`config.mk`:
```
export PLATFORM = sky130hd
export DESIGN_NAME = tlb_param
export DESIGN_NICKNAME = d
export VERILOG_FILES = /design/src/rtl/tlb_param.sv
export SDC_FILE = /design/constraint.sdc
export NUM_CORES = 2
export LEC_CHECK = 0
export CELL_PAD_IN_SITES_DETAIL_PLACEMENT = 0
export CELL_PAD_IN_SITES_GLOBAL_PLACEMENT = 1
export CORE_ASPECT_RATIO = 1.4
export CORE_MARGIN = 2
export CORE_UTILIZATION = 42
export CTS_CLUSTER_SIZE = 25
export DETAILED_ROUTE_END_ITERATION = 10
export PLACE_DENSITY = 0.76
export SYNTH_ARGS = -nofsm -noshare
export SYNTH_HDL_FRONTEND = slang
export SYNTH_SLANG_ARGS = --single-unit
```
`constraint.sdc`:
```
create_clock -name clk -period 4.6 [get_ports clk]
set_input_delay 1.38 -clock clk [delete_from_list [all_inputs] [get_ports clk]]
set_output_delay 1.38 -clock clk [all_outputs]
set_load 0.02 [all_outputs]
```
`src/rtl/tlb_param.sv`:
```
// Parametrised fully associative MIPS32 joint TLB with I/D translation, TLBP probe and TLBR read ports.
// Optional feature macro: TLB_RANDOM_EN enables the CP0 Random counter and TLBWR random-index writes.
module tlb_param #(
    parameter int TLBNUM = 16,
    parameter int ASID_W = 8,
    localparam int IDX_W = $clog2(TLBNUM)
) (
    input  logic              clk,
    input  logic              rst,
    input  logic [ASID_W-1:0] cur_asid,
    input  logic              i_req,
    input  logic [19:0]       i_vpn,
    output logic              i_valid,
    output logic              i_hit,
    output logic [24:0]       i_lo,
    input  logic              d_req,
    input  logic [19:0]       d_vpn,
    output logic              d_valid,
    output logic              d_hit,
    output logic [24:0]       d_lo,
    input  logic              we,
    input  logic              wr_random,
    input  logic [IDX_W-1:0]  w_index,
    input  logic [18:0]       w_vpn2,
    input  logic [ASID_W-1:0] w_asid,
    input  logic              w_g,
    input  logic [24:0]       w_lo0,
    input  logic [24:0]       w_lo1,
    input  logic              r_req,
    input  logic [IDX_W-1:0]  r_index,
    output logic              r_valid,
    output logic [18:0]       r_vpn2,
    output logic [ASID_W-1:0] r_asid,
    output logic              r_g,
    output logic [24:0]       r_lo0,
    output logic [24:0]       r_lo1,
    input  logic              p_req,
    input  logic [18:0]       p_vpn2,
    input  logic [ASID_W-1:0] p_asid,
    output logic              p_valid,
    output logic              p_miss,
    output logic [IDX_W-1:0]  p_index,
    input  logic [IDX_W-1:0]  wired,
    output logic [IDX_W-1:0]  random_index
);
    localparam logic [IDX_W-1:0] IDX_MAX = IDX_W'(TLBNUM - 1);

    logic [18:0]       vpn2_q [TLBNUM];
    logic [ASID_W-1:0] asid_q [TLBNUM];
    logic              g_q    [TLBNUM];
    logic [24:0]       lo0_q  [TLBNUM];
    logic [24:0]       lo1_q  [TLBNUM];

    logic              i_valid_q, i_hit_q, d_valid_q, d_hit_q;
    logic [24:0]       i_lo_q, d_lo_q, r_lo0_q, r_lo1_q;
    logic              r_valid_q, r_g_q, p_valid_q, p_miss_q;
    logic [18:0]       r_vpn2_q;
    logic [ASID_W-1:0] r_asid_q;
    logic [IDX_W-1:0]  p_index_q, rand_q, w_idx_s;

    logic [TLBNUM-1:0] i_m_s, d_m_s, p_m_s;
    logic [IDX_W:0]    i_sel_s, d_sel_s, p_sel_s;
    logic [24:0]       i_lo_d, d_lo_d;

    // Returns {found, index}; the lowest matching index takes priority.
    function automatic logic [IDX_W:0] first_idx(input logic [TLBNUM-1:0] m);
        logic [IDX_W:0] r;
        r = '0;
        for (int i = TLBNUM - 1; i >= 0; i--) begin
            if (m[i]) begin
                r = {1'b1, IDX_W'(i)};
            end else begin
                r = r;
            end
        end
        return r;
    endfunction

    // Per-entry match vectors for the three associative ports.
    always_comb begin
        i_m_s = '0;
        d_m_s = '0;
        p_m_s = '0;
        for (int i = 0; i < TLBNUM; i++) begin
            i_m_s[i] = (vpn2_q[i] == i_vpn[19:1]) && (g_q[i] || (asid_q[i] == cur_asid));
            d_m_s[i] = (vpn2_q[i] == d_vpn[19:1]) && (g_q[i] || (asid_q[i] == cur_asid));
            p_m_s[i] = (vpn2_q[i] == p_vpn2) && (g_q[i] || (asid_q[i] == p_asid));
        end
    end

    assign i_sel_s = first_idx(i_m_s);
    assign d_sel_s = first_idx(d_m_s);
    assign p_sel_s = first_idx(p_m_s);

    // Odd/even page selection by vaddr[12]; a miss yields an all-zero EntryLo.
    always_comb begin
        i_lo_d = 25'd0;
        d_lo_d = 25'd0;
        if (i_sel_s[IDX_W]) begin
            i_lo_d = i_vpn[0] ? lo1_q[i_sel_s[IDX_W-1:0]] : lo0_q[i_sel_s[IDX_W-1:0]];
        end else begin
            i_lo_d = 25'd0;
        end
        if (d_sel_s[IDX_W]) begin
            d_lo_d = d_vpn[0] ? lo1_q[d_sel_s[IDX_W-1:0]] : lo0_q[d_sel_s[IDX_W-1:0]];
        end else begin
            d_lo_d = 25'd0;
        end
    end

`ifdef TLB_RANDOM_EN
    logic [IDX_W-1:0] rand_d;

    // Random wraps back to the top once it reaches the wired boundary or zero.
    always_comb begin
        if ((rand_q <= wired) || (rand_q == '0)) begin
            rand_d = IDX_MAX;
        end else begin
            rand_d = rand_q - IDX_W'(1);
        end
        if (wr_random) begin
            w_idx_s = rand_q;
        end else begin
            w_idx_s = w_index;
        end
    end

    // Random counter register.
    always_ff @(posedge clk or negedge rst) begin
        if (!rst) begin
            rand_q <= IDX_MAX;
        end else begin
            rand_q <= rand_d;
        end
    end
`else
    logic unused_cfg_s;
    assign unused_cfg_s = ^{wired, wr_random, IDX_MAX};
    assign rand_q  = '0;
    assign w_idx_s = w_index;
`endif

    // Entry array and registered port results; data holds while its request is idle.
    always_ff @(posedge clk or negedge rst) begin
        if (!rst) begin
            for (int i = 0; i < TLBNUM; i++) begin
                vpn2_q[i] <= 19'd0;
                asid_q[i] <= '0;
                g_q[i]    <= 1'b0;
                lo0_q[i]  <= 25'd0;
                lo1_q[i]  <= 25'd0;
            end
            i_valid_q <= 1'b0; i_hit_q <= 1'b0; i_lo_q <= 25'd0;
            d_valid_q <= 1'b0; d_hit_q <= 1'b0; d_lo_q <= 25'd0;
            r_valid_q <= 1'b0; r_vpn2_q <= 19'd0; r_asid_q <= '0;
            r_g_q     <= 1'b0; r_lo0_q <= 25'd0; r_lo1_q <= 25'd0;
            p_valid_q <= 1'b0; p_miss_q <= 1'b0; p_index_q <= '0;
        end else begin
            if (we) begin
                vpn2_q[w_idx_s] <= w_vpn2;
                asid_q[w_idx_s] <= w_asid;
                g_q[w_idx_s]    <= w_g;
                lo0_q[w_idx_s]  <= w_lo0;
                lo1_q[w_idx_s]  <= w_lo1;
            end
            i_valid_q <= i_req;
            d_valid_q <= d_req;
            r_valid_q <= r_req;
            p_valid_q <= p_req;
            if (i_req) begin
                i_hit_q <= i_sel_s[IDX_W];
                i_lo_q  <= i_lo_d;
            end
            if (d_req) begin
                d_hit_q <= d_sel_s[IDX_W];
                d_lo_q  <= d_lo_d;
            end
            if (r_req) begin
                r_vpn2_q <= vpn2_q[r_index];
                r_asid_q <= asid_q[r_index];
                r_g_q    <= g_q[r_index];
                r_lo0_q  <= lo0_q[r_index];
                r_lo1_q  <= lo1_q[r_index];
            end
            if (p_req) begin
                p_miss_q  <= ~p_sel_s[IDX_W];
                p_index_q <= p_sel_s[IDX_W-1:0];
            end
        end
    end

    assign i_valid = i_valid_q;  assign i_hit = i_hit_q;  assign i_lo = i_lo_q;
    assign d_valid = d_valid_q;  assign d_hit = d_hit_q;  assign d_lo = d_lo_q;
    assign r_valid = r_valid_q;  assign r_vpn2 = r_vpn2_q; assign r_asid = r_asid_q;
    assign r_g = r_g_q;          assign r_lo0 = r_lo0_q;  assign r_lo1 = r_lo1_q;
    assign p_valid = p_valid_q;  assign p_miss = p_miss_q; assign p_index = p_index_q;
    assign random_index = rand_q;
endmodule

```
==> results.md <==
- Gr ovfl total: 0
- Hold Vio Cnt, Final: 0
- # Max-Cap Violations: 0
- DP Area: 104000 um^2
- Clock Skews: 0.0908 ns
- Leakage: 50.4 nW
- Standard-cell rows: 199
- Worst setup SP type: input pin
- Clock transition at the registers of the reported paths: 0.07 ns
- Fmax: 210 MHz
- GRT Util Overall: 0.404
- Worst Hold Class: input pin to async pin
- Crit-path max FO: 9
- Final Util: 0.554
- Power per cell area: 406 nW/um^2
- Die width: 392 um
- Clock sinks: 1387
- First drt pass iteration count: 6
- Largest family of logic cells by synthesized area: multiplexers
- Final setup viols: 45
- RSZ-0062 raised after global routing: true
- Critical path type: input pin to flop
- Cts hold-fix bufs: 0
- Vias in the first global route: 77001
- Crit end category: flop
- Hold_ws: 0.446 ns
- Commonest non-fill, non-tap cells in the layout: 1387 x dfrtp_1, 1351 x mux2_2, 1035 x buf_4
- Syn avg cell area: 11.5 um^2
- Cells after synthesis: 7662
- Drt wl/cell: 37.4 um
- Clk buf depth: 4
- Inst Count DP: 11249
- Worst Tran Pin Value: 1.40 ns
- Worst setup margin: -0.153 ns
- CP required: 5.31 ns
- Xor/xnor cell area share of the yosys netlist: 0.116
- Seq/Total Area, Yosys: 0.393
- Fin nets: 9083
- Pwr Total: 47.1 mW
- Adder-cell share of the synthesized area: 0
- CTS tree: yes
- Seq cells post-synth: 1387
- Total number of vias: 77509
- H-tree levels: 4
- GP Congestion: 1.08
- Status: finished, violations left
- Area contributors post-synth: dfrtp_1 39%, mux2_2 17%, mux4_2 9.9%, xor2_1 9.3%, mux2i_1 5.0%
- Post-place setup slack: -2.57 ns
- Peak supply drop: 0.319 mV
- Layout area overhead: 31.5%
- Fillers: 17829
- Synth Area in Compound Gates: 0.0490
- Vias per cell: 6.53
- Die Area: 214000 um^2
- Commonest non-fill, non-tap cell in the layout: dfrtp_1
- Ys flop type: dfrtp_1
- Max Slew Vio Count: 0
- Min Tclk post-route: 4.75 ns
- Initial antenna violation count: 55
- # port buffers: 306
- Multi-input logic area: 53200 um^2
- Mux cell area share after synthesis: 0.322
- Final worst-path cycle share: 1.03
- First-pass GRT wire length: 607000 um
- Violated checks: negative setup slack
- Leading area contributor after synthesis: dfrtp_1
- Core area: 209000 um^2
- Yosys top cell area share: 0.393
- DPL Wire Length: 302000 um
- # IOs: 316
- Slew HR: 0.0582
- Seq. cell area: 34700 um^2
- Post-synth cell types: 71
- Largest net degree at the start of global routing: 136
- Final Non-Filler Cells: 11872
- Root Driver: clkbuf_16
- Setup TNS: -2.67 ns
- Synthesized cell area: 88300 um^2
- Initial Util: 0.422
- Die Y: 547 um
- Yosys synthesis warning count: 0
- Layout cells sized above 1: 0.431
- DR iter-0 viols: 8532
- EDFF count, synth: 0
- Crit path DAT: 5.46 ns
- Remaining DRCs: 0
- Synth Area in Simple Gates: 0.0849
- Finished Cell Area: 116000 um^2
- Clock Latency Late Sink: 0.88 ns
- Post-Route WL: 444000 um
- Routed Antenna Nets: 0
- Num CTS Buffers: 160
- Ys async rst share: 1.00
## report_power, final
| group | internal, mW | switching, mW |
|---|---|---|
| Clock | 7.75 | 5.63 |
| Sequential | 15.0 | 4.14 |
| Combinational | 7.47 | 7.10 |
| Total | 30.2 | 16.9 |
## kinds of logic after synthesis
family          Yosys count
mux                    2181
simple gates           1594
flops                  1387
xor+xnor               1168
buf+inv                 713
compound gates          618
other cells               1
## final timing paths
path / from / endpoint / slack [ns] / cells after the start
max: i_vpn[9] / i_lo[11]$_DFFE_PN0P_ / -0.15 / 22
min: rst / lo1_q[46]$_DFFE_PN0P_ / 0.45 / 1
max reg2reg: vpn2_q[290]$_DFFE_PN0P_ / d_lo[12]$_DFFE_PN0P_ / -0.02 / 20
min reg2reg: r_vpn2[15]$_DFFE_PN0P_ / r_vpn2[15]$_DFFE_PN0P_ / 0.50 / 1
max in group asynchronous: rst / r_vpn2[15]$_DFFE_PN0P_ / 2.63 / 2
min in group clk: r_vpn2[15]$_DFFE_PN0P_ / r_vpn2[15]$_DFFE_PN0P_ / 0.50 / 1
## metal layers
metal  GRT usage  vias up  routed length (um)
li1            -    30452                   -
met1       0.451    39629              147000
met2       0.626     5410              200000
met3       0.101     1994               43500
met4       0.387       24               53600
met5           0        -                 143
## critical path, cell delays in order
cell and delay [ns]:
dlygate4sd2_1 0.26, buf_12 0.15, buf_6 0.14, xor2_1 0.15, nor4_1 0.39, buf_4 0.32
nand4_1 0.11, buf_4 0.18, nor3_4 0.14, buf_6 0.15, nor2_1 0.07, a211oi_4 0.34
a21o_4 0.26, buf_12 0.19, buf_4 0.16, mux2i_1 0.21, a32oi_1 0.08, buf_4 0.15
and4_1 0.21, buf_12 0.15, a31oi_2 0.14, o211ai_1 0.10
## sequential cells by signal, indices dropped and copies added, names as in the netlist
signal and cells:
p_valid 1, d_lo 25, r_lo1 25, g_q 16, asid_q 128, r_g 1, i_lo 25, r_vpn2 19
vpn2_q 304, lo0_q 400, r_lo0 25, r_valid 1, p_miss 1, i_hit 1, d_valid 1, p_index 4
lo1_q 400, r_asid 8, d_hit 1, i_valid 1
## area by class of cell
| class | count | share of cell area |
|---|---|---|
| well taps | 2814 | 0.0303 |
| clock inverters | 58 | 0.00655 |
| clock buffers | 216 | 0.0387 |
| diodes | 36 | 0.000776 |
| repair buffers | 1784 | 0.166 |
| flip-flops and latches | 1387 | 0.299 |
| inverters | 11 | 0.000356 |
| multi-input cells | 5566 | 0.458 |
## synthesized netlist by cell type, types with 2 or more instances
library cell and count:
dfrtp_1 1387, mux2_2 1351, xor2_1 940, nand2_1 846, mux2i_1 440, clkbuf_1 401, mux4_2 390, nor4_1 238
xnor2_1 228, nand3_1 196, a21oi_1 177, a32oi_1 169, buf_2 155, a31oi_1 98, buf_1 96, nand4_1 78
a22oi_1 72, nor3_1 64, nor2_1 47, buf_4 32, and3_1 29, nor2b_1 29, o211ai_1 29, a22o_1 25
and4_1 22, buf_6 14, nand2b_1 14, inv_1 11, o21ai_0 9, or3_1 8, or2_2 6, a211oi_1 5
o21ai_1 4, a221oi_1 3, a41o_1 3, o22ai_1 3, a21boi_1 2, a21o_1 2, and2_0 2, buf_12 2
nand3b_1 2, nor3_2 2, o31ai_1 2, or3b_1 2
## timing repair
action | 4_1_cts | 5_1_grt
endpoints found under the setup margin | 50 | 51
pin swaps | 110 | 176
gates cloned | 29 | 17
buffers inserted | 150 | 142
gates resized for setup | 393 | 365
endpoints found under the hold margin | 0 | 0
(Power assumes the default switching activity.)
